--- src/rtl/control_seq_if.sv ---
// Instruction/strobe bundle between the IR, the sequencer and the datapath.
// The sequencer uses the slave view; the IR/datapath side uses the master view.
interface control_seq_if #(
  parameter int NSIG = 8
);
  logic [7:0]      inst;
  logic            inst_valid;
  logic            carry;
  logic            mem_ready;
  logic            irq;
  logic            cycle;
  logic            stall;
  logic            M, MW, MC, J, LJ, RD, WR, Y, WA, WC, ISP;
  logic            CLI, LJR;
  logic [1:0]      RS;
  logic [3:0]      ALU;
  logic [NSIG-1:0] sig;
  logic            ie;
  logic            irq_take;

  modport master (
    output inst, inst_valid, carry, mem_ready, irq,
    input  cycle, stall, M, MW, MC, J, LJ, RD, WR, Y, WA, WC, ISP,
    input  CLI, LJR, RS, ALU, sig, ie, irq_take
  );

  modport slave (
    input  inst, inst_valid, carry, mem_ready, irq,
    output cycle, stall, M, MW, MC, J, LJ, RD, WR, Y, WA, WC, ISP,
    output CLI, LJR, RS, ALU, sig, ie, irq_take
  );
endinterface

--- src/rtl/control_seq.sv ---
// Sequenced control unit: FETCH/WAIT/EXEC phasing, memory wait states,
// carry latch for conditional jumps, one-hot signal pulses and interrupt take.
module control_seq #(
  parameter int MEM_WAIT = 0,
  parameter int NSIG     = 8
) (
  input logic          clk,
  input logic          rst,
  control_seq_if.slave bus
);
  localparam int CW = (MEM_WAIT > 1) ? $clog2(MEM_WAIT) : 1;

  typedef enum logic [1:0] {FETCH, WAIT, EXEC} seqState;

  seqState       stateReg;
  logic [CW-1:0] waitCntReg;
  logic          ieReg;
  logic          cjReg;

  logic [7:0] i;
  logic       inFetch, inWait, inExec;
  logic       live, takeIrq, strobeEn;
  logic       lHit, sigHit, cliHit, stiHit;
  logic       mDec, ispDec, aDec;

  assign i       = bus.inst;
  assign inFetch = (stateReg == FETCH);
  assign inWait  = (stateReg == WAIT);
  assign inExec  = (stateReg == EXEC);

  assign live     = bus.inst_valid & ~rst;
  assign takeIrq  = bus.irq & ieReg & bus.inst_valid & inFetch;
  // Wait states and the interrupt-take cycle carry no strobes at all.
  assign strobeEn = live & ~takeIrq & ~inWait;

  assign lHit   = ~i[7] & ~i[6] & ~i[5] & i[4] & ~i[3];
  assign sigHit = ~i[7] & ~i[6] & ~i[5] & i[4] & i[3];
  assign cliHit = lHit & i[1];
  assign stiHit = lHit & ~i[1] & i[0];

  always_ff @(posedge clk) begin
    if (rst) begin
      stateReg   <= FETCH;
      waitCntReg <= '0;
      ieReg      <= 1'b0;
      cjReg      <= 1'b0;
    end else if (bus.inst_valid) begin
      case (stateReg)
        FETCH: begin
          if (takeIrq) begin
            // Instruction is re-presented by the IR after the take cycle.
            ieReg <= 1'b0;
          end else begin
            cjReg <= bus.carry;
            if (cliHit) begin
              ieReg <= 1'b0;
            end else if (stiHit) begin
              ieReg <= 1'b1;
            end
            if (i[7]) begin
              if (MEM_WAIT > 0) begin
                stateReg   <= WAIT;
                waitCntReg <= CW'(MEM_WAIT - 1);
              end else begin
                stateReg <= EXEC;
              end
            end
          end
        end
        WAIT: begin
          if (waitCntReg == '0) begin
            stateReg <= EXEC;
          end else begin
            waitCntReg <= waitCntReg - 1'b1;
          end
        end
        EXEC: begin
          if (bus.mem_ready) begin
            stateReg <= FETCH;
          end
        end
        default: stateReg <= FETCH;
      endcase
    end
  end

  assign mDec   = i[7] & ~i[6] & inExec;
  assign ispDec = ~(~i[7] & ~i[6] & i[5]);
  assign aDec   = (i[6] & ~i[7]) | (inExec & i[6] & ~i[5]);

  assign bus.cycle    = live & inExec;
  assign bus.stall    = live & (takeIrq | (inFetch & i[7]) | inWait | (inExec & ~bus.mem_ready));
  assign bus.ie       = live & ieReg;
  assign bus.irq_take = ~rst & takeIrq;

  assign bus.M   = strobeEn & mDec;
  assign bus.MW  = strobeEn & mDec & i[5];
  assign bus.MC  = strobeEn & i[7] & inFetch;
  assign bus.J   = strobeEn & i[7] & i[6] & i[5] & inExec & ~(cjReg & i[4]);
  assign bus.LJ  = strobeEn & lHit;
  assign bus.CLI = strobeEn & cliHit;
  assign bus.LJR = strobeEn & lHit & i[2];
  assign bus.RD  = strobeEn & ~i[7] & ~i[6] & ~i[5] & ~i[4] & i[2];
  assign bus.WR  = strobeEn & ~i[7] & ~i[6] & ~i[5] & ~i[4] & i[3];
  assign bus.ISP = strobeEn & ispDec;
  assign bus.WA  = strobeEn & ((mDec & ~i[5]) | (aDec & ~(i[4] & ~i[3])));
  assign bus.WC  = strobeEn & (aDec | ~ispDec) & i[4];

  // These three follow the instruction regardless of reset or bubbles.
  assign bus.Y   = i[5];
  assign bus.RS  = i[1:0];
  assign bus.ALU = i[6] ? i[3:0] : {~i[7], 3'b000};

  genvar gi;
  generate
    for (gi = 0; gi < NSIG; gi++) begin : g_sig
      assign bus.sig[gi] = strobeEn & sigHit & (i[2:0] == 3'(gi));
    end
  endgenerate
endmodule

--- src/flat_wrapper.sv ---
// flat-port wrapper written by rule: the top's interface ports become plain ports
module control_seq_flat 
#(
  parameter int MEM_WAIT = 0,
  parameter int NSIG     = 8
)
  (clk, rst, bus_inst, bus_inst_valid, bus_carry, bus_mem_ready, bus_irq, bus_cycle, bus_stall, bus_M, bus_MW, bus_MC, bus_J, bus_LJ, bus_RD, bus_WR, bus_Y, bus_WA, bus_WC, bus_ISP, bus_CLI, bus_LJR, bus_RS, bus_ALU, bus_sig, bus_ie, bus_irq_take);
  control_seq_if #(.NSIG(NSIG)) bus_i ();
  input logic clk;
  input logic rst;
  input wire logic [$bits(bus_i.inst)-1:0] bus_inst;
  input wire logic [$bits(bus_i.inst_valid)-1:0] bus_inst_valid;
  input wire logic [$bits(bus_i.carry)-1:0] bus_carry;
  input wire logic [$bits(bus_i.mem_ready)-1:0] bus_mem_ready;
  input wire logic [$bits(bus_i.irq)-1:0] bus_irq;
  output wire logic [$bits(bus_i.cycle)-1:0] bus_cycle;
  output wire logic [$bits(bus_i.stall)-1:0] bus_stall;
  output wire logic [$bits(bus_i.M)-1:0] bus_M;
  output wire logic [$bits(bus_i.MW)-1:0] bus_MW;
  output wire logic [$bits(bus_i.MC)-1:0] bus_MC;
  output wire logic [$bits(bus_i.J)-1:0] bus_J;
  output wire logic [$bits(bus_i.LJ)-1:0] bus_LJ;
  output wire logic [$bits(bus_i.RD)-1:0] bus_RD;
  output wire logic [$bits(bus_i.WR)-1:0] bus_WR;
  output wire logic [$bits(bus_i.Y)-1:0] bus_Y;
  output wire logic [$bits(bus_i.WA)-1:0] bus_WA;
  output wire logic [$bits(bus_i.WC)-1:0] bus_WC;
  output wire logic [$bits(bus_i.ISP)-1:0] bus_ISP;
  output wire logic [$bits(bus_i.CLI)-1:0] bus_CLI;
  output wire logic [$bits(bus_i.LJR)-1:0] bus_LJR;
  output wire logic [$bits(bus_i.RS)-1:0] bus_RS;
  output wire logic [$bits(bus_i.ALU)-1:0] bus_ALU;
  output wire logic [$bits(bus_i.sig)-1:0] bus_sig;
  output wire logic [$bits(bus_i.ie)-1:0] bus_ie;
  output wire logic [$bits(bus_i.irq_take)-1:0] bus_irq_take;
  assign bus_i.inst = bus_inst;
  assign bus_i.inst_valid = bus_inst_valid;
  assign bus_i.carry = bus_carry;
  assign bus_i.mem_ready = bus_mem_ready;
  assign bus_i.irq = bus_irq;
  assign bus_cycle = bus_i.cycle;
  assign bus_stall = bus_i.stall;
  assign bus_M = bus_i.M;
  assign bus_MW = bus_i.MW;
  assign bus_MC = bus_i.MC;
  assign bus_J = bus_i.J;
  assign bus_LJ = bus_i.LJ;
  assign bus_RD = bus_i.RD;
  assign bus_WR = bus_i.WR;
  assign bus_Y = bus_i.Y;
  assign bus_WA = bus_i.WA;
  assign bus_WC = bus_i.WC;
  assign bus_ISP = bus_i.ISP;
  assign bus_CLI = bus_i.CLI;
  assign bus_LJR = bus_i.LJR;
  assign bus_RS = bus_i.RS;
  assign bus_ALU = bus_i.ALU;
  assign bus_sig = bus_i.sig;
  assign bus_ie = bus_i.ie;
  assign bus_irq_take = bus_i.irq_take;
  control_seq #(.MEM_WAIT(MEM_WAIT), .NSIG(NSIG)) u_core (.clk(clk), .rst(rst), .bus(bus_i));
endmodule
--- config.mk ---
export PLATFORM = sky130hd
export DESIGN_NAME = control_seq_flat
export DESIGN_NICKNAME = d
export VERILOG_FILES = /design/src/rtl/control_seq_if.sv /design/src/rtl/control_seq.sv /design/src/flat_wrapper.sv
export SDC_FILE = /design/constraint.sdc
export NUM_CORES = 1
export LEC_CHECK = 0
export ABC_AREA = 1
export CORE_MARGIN = 3
export CORE_UTILIZATION = 28
export CTS_CLUSTER_SIZE = 14
export DETAILED_ROUTE_END_ITERATION = 8
export HOLD_SLACK_MARGIN = 0.05
export PLACE_DENSITY = 0.72
export SLEW_MARGIN = 0
export SYNTH_ARGS = -nofsm -noshare
export SYNTH_HDL_FRONTEND = slang
export SYNTH_SLANG_ARGS = --single-unit
--- constraint.sdc ---
create_clock -name clk -period 1.2 [get_ports clk]
set_clock_uncertainty 0.15 [all_clocks]
set_input_delay 0.24 -clock clk [delete_from_list [all_inputs] [get_ports clk]]
set_output_delay 0.24 -clock clk [all_outputs]
set_load 0.005 [all_outputs]
# After elaboration in Yosys (flattened, before gate mapping)

Cells that the tools add are included.

Add/subtract/negate cells: 1
Equal/unequal tests: 13
Mux-type cells: 10
Bitwise logic cells: 79
Reductions and logical operators: 7

Operators by type and width:

| kind                                                             | count |
|---|---|
| 1-bit bitwise AND                                                | 60 |
| 1-bit NOT                                                        | 13 |
| 3-bit == test (second input constant)                            | 4 |
| 2-bit 2-to-1 mux                                                 | 4 |
| 2-bit != test (second input constant)                            | 4 |
| 3-bit by 2-bit == test with 1-bit output (second input constant) | 2 |
| 1-bit OR                                                         | 6 |
| 2-bit one-hot mux with 3 select lines                            | 1 |
| 3-bit AND reduction                                              | 2 |
| 5-bit AND reduction                                              | 1 |
| 1-bit 2-to-1 mux                                                 | 4 |
| 4-bit 2-to-1 mux                                                 | 1 |
| 3-bit by 1-bit == test with 1-bit output (second input constant) | 1 |
| 3-bit logical NOT                                                | 1 |
| 3-bit nonzero test                                               | 1 |
| 2-bit by 1-bit == test with 1-bit output (second input constant) | 1 |
| 2-bit == test (second input constant)                            | 1 |
| 2-bit logical NOT                                                | 1 |
| 2-bit AND reduction                                              | 1 |
| 1-bit subtractor (second input constant)                         | 1 |

Register bits after elaboration: 5
Input bits: 14

# Depth between registers and ports, before layout

Depth after elaboration: 11
Mapped depth: 7
Depth with buffers taken out: 7

# Worst setup path before layout

No wires, ideal clock.

Path type: reg-to-output
Start point: register u_core.stateReg[1]
End point: output bus_RD
Arrival time: 958 ps
Data required time: 810 ps
Path slack: -148 ps
Stages on the path, launching flop included: 7
Path buffers: 0
Cell sequence: dfxtp_1 inv_2 nand2_4 nor2_4 nor2_8 nand2_1 nor3_1

Word-level cells in the longest chain between the ends: 10
Elaborated cells on any way between the ends: 12

RTL lines:

| element                           | line               | source |
|---|---|---|
| from (decl)                       | control_seq.sv:15  | `seqState stateReg;` |
| from (signal assigned)            | control_seq.sv:43  | `stateReg <= FETCH;` |
| from (signal assigned)            | control_seq.sv:62  | `stateReg <= WAIT;` |
| from (signal assigned)            | control_seq.sv:65  | `stateReg <= EXEC;` |
| 2-bit logical NOT                 | control_seq.sv:27  | `assign inFetch = (stateReg == FETCH);` |
| 1-bit bitwise AND                 | control_seq.sv:32  | `assign takeIrq = bus.irq & ieReg & bus.inst_valid & inFetch;` |
| 1-bit NOT                         | control_seq.sv:34  | `assign strobeEn = live & ~takeIrq & ~inWait;` |
| 1-bit bitwise AND                 | control_seq.sv:34  |  |
| 1-bit bitwise AND *               | control_seq.sv:34  |  |
| 1-bit bitwise AND * (5 in series) | control_seq.sv:103 | `assign bus.RD = strobeEn & ~i[7] & ~i[6] & ~i[5] & ~i[4] & i[2];` |
| to (decl)                         | flat_wrapper.sv:23 | `output wire logic [$bits(bus_i.RD)-1:0] bus_RD;` |

Mark *: on every way between the ends. The rest lies on a longest branch, timed or not.

# Worst setup path after layout

Start point: register u_core.stateReg[1]
End point: output bus_sig[4]

Word-level cells in the longest chain between the ends: 7
Elaborated cells on any way between the ends: 9

RTL lines:

| element                           | line               | source |
|---|---|---|
| 2-bit logical NOT                 | control_seq.sv:27  |  |
| 1-bit bitwise AND                 | control_seq.sv:32  |  |
| 1-bit NOT                         | control_seq.sv:34  |  |
| 1-bit bitwise AND                 | control_seq.sv:34  |  |
| 1-bit bitwise AND *               | control_seq.sv:34  |  |
| 1-bit bitwise AND * (2 in series) | control_seq.sv:117 | `assign bus.sig[gi] = strobeEn & sigHit & (i[2:0] == 3'(gi));` |
| to (decl)                         | flat_wrapper.sv:33 | `output wire logic [$bits(bus_i.sig)-1:0] bus_sig;` |

Marks and branches as above.

==> metrics.yaml <==
cts-root-buf: "clkbuf_4"
num-nets-final: 201
wl_per_cell_um: 17.4
rows: 14
grt_max_degree: 7
die_h_um: 49.2
clock.fmax_ghz: 0.525
netlist_area_sq_um: 523
drive_gt1_share_pct: 69.9
syn_area_per_cell_sq_um: 5.51
max_slew_margin_pct: 81.6
ys_ff_latch: 3
pin_count: 45
n_antenna_cell: 0
first_pass_iters: 4
gp_congestion: 0.822
final-hold-violation-count: 0
synth_simple_gate_area_share_pct: 61.5
cts_num_sinks: 3
wl_met1_um: 1360
wl_met3_um: 255
tritoncts: "built"
cp-end-kind: "output pin"
start_kind: "register"
post-place-ws_ns: -1.17
syn_nets: 109
place.port_buffers: 44
drc: 0
clockBufferDepth: 2
synth_top_area_share_pct: 15.1
r2r_slack_ns: -0.04
status: "complete, but fails checks"
overflow: 0
post-route-period-util_pct: 159
core-area_sq_mm: 0.00163
placedCellCount: 181
synth.distinct_cells: 22
worst_slew_pin_slew_ns: 0.274
die_area_sq_mm: 0.00242
grt_pass1_wl_um: 4800
final_common_cell: "buf_4"
area_delta_synth_final_pct: 184
ys_seq_area_share_pct: 11.5
start_util_pct: 32.1
cp_data_arrival_time_ns: 1.51
drt_wl_total_um: 3660
critPathMaxFanout: 6
synthMuxAreaShare_pct: 0
netlist_instances: 95
pwr_density_cell_mw_per_mm2: 463
clock_latency_ns: 0.25
peakVddDrop_mv: 0.593
htreeDepth: 1
stdcell_area_sq_mm: 0.00148
violations: "setup timing"
grt_pass1_vias: 1009
drv_cap: 0
totalPowerFinal_mw: 0.687
yosysTopAreaCell: "nor2_1"
n_fill_cell: 66
finalWorstSetupSlack_ns: -0.705
drt_iter0_markers: 32
hold_class: "in2reg"
finalMaxSlewViolations: 0
synthTopCellsByArea: "nor2_1 (15%), nand2_1 (14%), dfxtp_1 (11%), inv_1 (11%), a21oi_1 (4.8%)"
leakage_nw: 0.772
dp_hpwl_um: 1700
synth_top_family_by_area: "simple AND/OR/NAND/NOR gates"
synth_compound_area_share_pct: 9.81
min_period_ns: 1.90
setup_violations: 27
die_w_um: 49.2
synthXorXnorAreaFrac_pct: 0
rsz0062_at_grt: "true"
top_layer_used: "met4"
antenna_found_initial: 0
crit_type: "reg2out"
cts_made_buffers: 3
critical_path_required_ns: 0.81
antenna_left: 0
wl_met2_um: 1870
finalNonFillerCells: 210
yosys_warnings: 0
routed_via_density: 4.98
grt_usage_pct: 25.3
place_area_sq_mm: 0.00116
clk_pin_slew_ns: 0.04
num_vias: 1045
synth-adder-area-share_pct: 0
final_cell_mix: "buf_4 (28), buf_2 (22), buf_6 (21)"
layer usage:
metal,up-vias,GRT usage [%]
li1,473,-
met1,490,26.9
met2,63,47.1
met3,19,4.59
met4,0,12.3
met5,-,0
flip-flops by register name, summed over array words and instances, names as in the netlist:
name / flops
u_core.stateReg: 1
u_core.ieReg: 1
u_core.cjReg: 1
cell type report:
cell class / count / area, sq um / share of cell area [%]
clock buffer: 4 / 26.3 / 1.77
inverter: 18 / 75.1 / 5.06
multi-input combinational: 71 / 532 / 35.8
sequential: 3 / 62.6 / 4.22
tap: 24 / 30.0 / 2.02
timing repair buffer: 90 / 758 / 51.1
through the flow:
step | TNS [ns] | utilization (%) | hold slack (ns)
floorplan | -1.01 | - | 0.152
global placement | -30.36 | 71.4 | 0.298
detailed placement | -31.22 | 71.4 | 0.300
CTS | -11.91 | 82.6 | 0.110
global route | -15.45 | 91.1 | 0.110
finish | -13.61 | 91.1 | 0.122
what timing repair did:
item / in CTS / in global routing
hold endpoints to repair: 0 / 0
resized for setup: 180 / 39
endpoints found under the setup margin: 34 / 29
hold buffers: 0 / 0
pin swaps: 21 / 14
buffers inserted: 25 / 6
worst paths after layout:
kind | from | endpoint | cells after the start
max reg2reg | u_core.stateReg[1] | u_core.stateReg[1] | 6
min | rst | u_core.stateReg[1] | 3
min reg2reg | u_core.cjReg | u_core.cjReg | 2
max | u_core.stateReg[1] | bus_sig[4] | 9
cells in the mapped netlist (all sizes together):
library cell and count:
a31oi 1, dfxtp 3, nand4 1, nand2 24
or2 1, nor3 5, o21a 1, o21ai 1
nand3 6, inv 18, buf 3, o21bai 1
a21oi 5, nor2 25
power by group:
part | total, mW | switching, mW | internal, mW
Combinational | 0.383 | 0.190 | 0.193
Clock | 0.195 | 0.0689 | 0.126
Sequential | 0.109 | 0.00328 | 0.106
cell families after synthesis:
group           count (synthesis)
compound gates                  9
simple gates                   62
buf+inv                        21
flops                           3
worst max-delay path: stages (launching register included):
cell     delay [ns]
dfxtp_2        0.33
inv_2          0.05
nand2_4        0.08
nor2_4         0.05
nor2_8         0.18
nand3_4        0.12
buf_6          0.15
buf_6          0.11
nor2_4         0.07
buf_2          0.13
Note: power is estimated with default switching activity, not from simulation.
